### src/rtl/mem_arbiter.sv
// mem_arbiter: byte-serial bus controller arbitrating instruction fetch and data access
//   clk, rst (sync, active high), rdy (low freezes the block)
//   if_req/if_addr/if_flush -> if_done/if_inst : 4-byte instruction fetch
//   dm_req/dm_we/dm_addr/dm_wdata/dm_size/dm_signed -> dm_done/dm_rdata : data load/store
//   mem_din/mem_dout/mem_a/mem_wr : 8-bit external bus, read data one cycle after address
//   MEMARB_IF_ABORT_EN : when defined, if_flush aborts an in-flight fetch
module mem_arbiter #(
  parameter int ADDR_W = 32
) (
  input  logic              clk,
  input  logic              rst,
  input  logic              rdy,
  input  logic              if_req,
  input  logic [ADDR_W-1:0] if_addr,
  input  logic              if_flush,
  output logic              if_done,
  output logic [31:0]       if_inst,
  input  logic              dm_req,
  input  logic              dm_we,
  input  logic [ADDR_W-1:0] dm_addr,
  input  logic [31:0]       dm_wdata,
  input  logic [1:0]        dm_size,
  input  logic              dm_signed,
  output logic              dm_done,
  output logic [31:0]       dm_rdata,
  input  logic [7:0]        mem_din,
  output logic [7:0]        mem_dout,
  output logic [ADDR_W-1:0] mem_a,
  output logic              mem_wr
);
  typedef enum logic [1:0] {IDLE, RD, WR} state_t;
  state_t st, st_n;
  logic [ADDR_W-1:0] base, a_q;
  logic [31:0] acc, wd, asm_w, ext_w;
  logic [2:0] step, n;
  logic [1:0] k;
  logic is_if, wr_q, sg, flush_en;
  logic idle_ok, go_dm, go_if, abort, cap, fin_rd, fin_wr;
`ifdef MEMARB_IF_ABORT_EN
  assign flush_en = if_flush;
`else
  logic unused_flush;
  assign unused_flush = if_flush;
  assign flush_en = 1'b0;
`endif
  assign idle_ok = st == IDLE && !if_done && !dm_done;
  assign go_dm = idle_ok && dm_req;
  assign go_if = idle_ok && !dm_req && if_req && !flush_en;
  assign abort = st == RD && is_if && flush_en;
  // step counts rdy-high edges since acceptance; from step 1 on a byte is due each edge
  assign cap = st == RD && step != 3'd0;
  assign fin_rd = st == RD && step == n;
  assign fin_wr = st == WR && step == n - 3'd1;
  assign k = step[1:0] - 2'd1;
  // while frozen, re-present the address whose byte is due so mem_din still holds it on resume
  assign mem_a = (!rdy && cap) ? base + ADDR_W'(k) : a_q;
  assign mem_wr = wr_q && rdy;
  always_comb begin
    asm_w = acc;
    asm_w[{k, 3'b000} +: 8] = mem_din;
    ext_w = n == 3'd1 ? {{24{sg & asm_w[7]}}, asm_w[7:0]} :
            n == 3'd2 ? {{16{sg & asm_w[15]}}, asm_w[15:0]} : asm_w;
    st_n = go_dm ? (dm_we ? WR : RD) : go_if ? RD : (abort || fin_rd || fin_wr) ? IDLE : st;
  end
  always_ff @(posedge clk)
    if (rst) st <= IDLE;
    else if (rdy) st <= st_n;
  always_ff @(posedge clk) begin
    if (rst) begin
      base <= '0;
      a_q <= '0;
      acc <= '0;
      wd <= '0;
      step <= '0;
      n <= '0;
      is_if <= 1'b0;
      wr_q <= 1'b0;
      sg <= 1'b0;
      mem_dout <= '0;
      if_done <= 1'b0;
      dm_done <= 1'b0;
      if_inst <= '0;
      dm_rdata <= '0;
    end else if (rdy) begin
      if_done <= 1'b0;
      dm_done <= 1'b0;
      if (go_dm || go_if) begin
        base <= go_dm ? dm_addr : if_addr;
        a_q <= go_dm ? dm_addr : if_addr;
        step <= '0;
        is_if <= go_if;
        n <= go_if ? 3'd4 : dm_size == 2'd0 ? 3'd1 : dm_size == 2'd1 ? 3'd2 : 3'd4;
        wr_q <= go_dm && dm_we;
        sg <= dm_signed;
        wd <= dm_wdata;
        mem_dout <= (go_dm && dm_we) ? dm_wdata[7:0] : 8'd0;
      end else if (abort) begin
        a_q <= '0;
      end else if (st == RD) begin
        if (cap) acc <= asm_w;
        if (fin_rd) begin
          a_q <= '0;
          if (is_if) begin
            if_inst <= asm_w;
            if_done <= 1'b1;
          end else begin
            dm_rdata <= ext_w;
            dm_done <= 1'b1;
          end
        end else begin
          step <= step + 3'd1;
          if (step + 3'd1 < n) a_q <= base + ADDR_W'(step) + ADDR_W'(1);
        end
      end else if (st == WR) begin
        if (fin_wr) begin
          a_q <= '0;
          wr_q <= 1'b0;
          mem_dout <= '0;
          dm_done <= 1'b1;
        end else begin
          step <= step + 3'd1;
          a_q <= base + ADDR_W'(step) + ADDR_W'(1);
          mem_dout <= wd[{step[1:0] + 2'd1, 3'b000} +: 8];
        end
      end
    end
  end
endmodule

### config.mk
export PLATFORM = sky130hd
export DESIGN_NAME = mem_arbiter
export DESIGN_NICKNAME = d
export VERILOG_FILES = /design/src/rtl/mem_arbiter.sv
export SDC_FILE = /design/constraint.sdc
export NUM_CORES = 1
export LEC_CHECK = 0
export ABC_CLOCK_PERIOD_IN_PS = 3700
export CAP_MARGIN = 15
export CORE_MARGIN = 2
export CORE_UTILIZATION = 45
export CTS_CLUSTER_DIAMETER = 40
export DETAILED_ROUTE_END_ITERATION = 16
export PLACE_DENSITY = 0.74
export SYNTH_ARGS = -nofsm -noshare
export SYNTH_HDL_FRONTEND = slang
export SYNTH_SLANG_ARGS = --single-unit
### constraint.sdc
create_clock -name clk -period 3.7 [get_ports clk]
set_clock_uncertainty 0.05 [all_clocks]
set_input_delay 0.925 -clock clk [delete_from_list [all_inputs] [get_ports clk]]
set_output_delay 0.925 -clock clk [all_outputs]
set_load 0.01 [all_outputs]
==> impl_metrics.tcl <==
set metrics [dict create \
    root_buffer "clkbuf_16" \
    cts_made_buffers 36 \
    portBuffers 219 \
    rsz0062_at_grt "yes" \
    worst-endpoint-arrival_ps 2850 \
    setup_ws_ps -121 \
    start_util_pct 45.9 \
    netlist_instances 1372 \
    drtPass1Iterations 5 \
    nets 1718 \
    ir_drop_uv 306 \
    io_pins 221 \
    maxCapViolations 0 \
    hold_path.class "reg -> reg" \
    postPlaceCellArea_um2 13800 \
    min_path_cells 2 \
    cp-start-kind "flop" \
    core-area_um2 24300 \
    wire_per_inst_um 17.7 \
    cts_hold_buffers 0 \
    seqPwrFrac_pct 35.4 \
    cts_sinks 213 \
    worstSetupPathType "reg -> out" \
    slew_headroom_pct 40.7 \
    hold_viol 0 \
    clkTransAtPathRegs_ps 50 \
    cp-end-kind "output port" \
    hold_ws_ps 403 \
    yosysSeqAreaShare_pct 38.2 \
    place_congestion 0.902 \
    final_common_cell "nor2_1" \
    cp_max_fo 2 \
    grt_remaining_overflow 0 \
    dieArea_um2 26100 \
    crit_required_ps 2720 \
    use_met2_pct 42.8 \
    met3_usage_pct 5.80 \
    cts.path.max_buffers 3 \
    combPwrFrac_pct 18.4 \
    synth-edff-count 0 \
    yosys.area.top_type_share_pct 38.2 \
    layout_common_cells "nor2_1, dfxtp_1, clkdlybuf4s50_1" \
    power_mw 7.24 \
    violations "negative setup slack" \
    die_w_um 162 \
    hpwl_um 22700 \
    ys.flop_type "dfxtp_1" \
    viasPerCell 5.60 \
    gr-usage-met1_pct 32.8 \
    maxSlewViolCount 0 \
    max_freq_mhz 262 \
    area_growth_pct 36.1 \
    clockPowerShare_pct 46.1 \
    power_density_nw_per_um2 476 \
    ys_async_sr_fraction_pct 0 \
    period_needed_ps 3820 \
    track_usage_pct 25.7 \
    cellLeakagePower_nw 5.52 \
    reg2reg_depth 10 \
    sw_frac_of_total_pct 28.8 \
    netlist_area_um2 11200 \
    diodes 0 \
    internal_power_mw 5.16 \
    final_cell_area_um2 15200 \
    grt_pass1_vias 10500 \
    yosys.area.top_type "dfxtp_1" \
    htree_num_levels 2 \
    yosysUniqueCellTypes 71 \
    synthesis.nets 1509 \
    ant_nets 0 \
    layout-drive-gt1-share_pct 14.7 \
    routed_wl_um 34200 \
    avgSynthCellArea_um2 8.14 \
    cts_tree "built" \
    rows 57 \
    synth_seq_cells 213 \
    synth-warning-count 0 \
    drc 0 \
    timing.final.crit_share_pct 103 \
    fillers 2043 \
    pre_cts_slack_ps -200 \
    setup_viol 6 \
    die_height_um 162 \
    clk_latency_ps 510 \
    tightest_slew_ps 887 \
    grt_pass1_wl_um 54400 \
    via_count 10800 \
    p_switching_mw 2.08 \
    drtIter0Drc 801 \
    grt_max_degree 123 \
    grt_antenna_before_repair 0 \
    busiest_layer "met2" \
    ys_top_cells_by_area "dfxtp_1, a211oi_1, nor2_1" \
    status "finished, violations left" \
]
==> cell type report <==
type / instances / area (um2) / area share (%)
clock buffers: 41 / 971 / 6.39
clock inverters: 22 / 239 / 1.57
inverters: 18 / 67.6 / 0.444
multi-input cells: 1017 / 6470 / 42.6
flip-flops and latches: 213 / 4270 / 28.1
well taps: 324 / 405 / 2.67
repair buffers: 295 / 2780 / 18.3
==> sequential cells by signal, indices dropped and copies added (netlist names) <==
name,cells
a_q,32
acc,32
base,32
dm_rdata,32
if_inst,32
wd,32
mem_dout,8
n,3
step,3
st,2
dm_done,1
if_done,1
is_if,1
sg,1
wr_q,1
==> critical path: stages (launching register included) <==
cell     delay [ps]
dfxtp_2         330
inv_2            50
ha_4            240
inv_2            60
fa_2            200
nand2_2          60
or3_4           420
or4b_4          530
xor2_1          160
a21oi_1         150
buf_2           140
==> power groups by stage <==
stage | Sequential [mW] | Clock (mW) | Combinational [mW]
after global routing | 2.58 | 3.49 | 1.45
after CTS | 2.56 | 3.39 | 1.32
after global placement | 2.60 | 0 | 1.30
final | 2.57 | 3.34 | 1.33
after floorplan | 2.57 | 0 | 0.825
after detailed placement | 2.61 | 0 | 1.33
==> repair_timing <==
item                       in CTS  in global routing
setup buffers                   3                  8
pin swaps                       9                 25
resized for setup              97                 40
setup endpoints to repair      32                 27
gates cloned                    2                  0
==> stage by stage <==
step	utilization, %	setup TNS (ps)	std cells
floorplan	-	0	1372
global placement	56.7	-339	1854
detailed placement	56.7	-747	1854
CTS	62.0	-331	1922
global route	62.5	-1780	1930
finish	62.5	-246	1930
==> path summary, 6_finish.rpt <==
path,from,to,slack [ps]
worst min register to register,wd[27],wd[27],400
worst max register to register,step[0],a_q[18],520
worst min-delay path,wd[27],wd[27],400
worst max-delay path,step[1],mem_a[26],-120
==> Yosys cell counts (all sizes together) (2+ instances only) <==
library cell	count
a211oi	166
a21boi	3
a21oi	104
a311oi	4
a31oi	2
and2	3
and3	7
and4	4
buf	56
clkbuf	68
dfxtp	213
fa	2
ha	21
inv	18
mux2	2
mux2i	32
mux4	8
nand2	95
nand2b	9
nand3	21
nand4	22
nor2	270
nor2b	46
nor3	36
nor3b	3
nor4	16
nor4b	3
nor4bb	2
o211ai	3
o21a	4
o21ai	44
o221a	4
o311ai	2
o31a	11
or2	2
or3	7
or4	2
xnor2	14
xor2	30
==> layer usage <==
metal,wire (um),vias up
met5,0,-
met3,2510,61
met4,897,0
met2,16200,372
met1,14600,5081
li1,-,5303
==> logic make-up after synthesis <==
logic type | count (synthesis) | share of synthesized area, %
compound gates | 356 | 21.5
xor+xnor | 45 | 3.67
buf+inv | 142 | 5.92
fa+ha+maj | 23 | 2.71
flops | 213 | 38.2
simple gates | 551 | 23.4
mux | 42 | 4.68
Note: power is estimated with default switching activity, not from simulation.
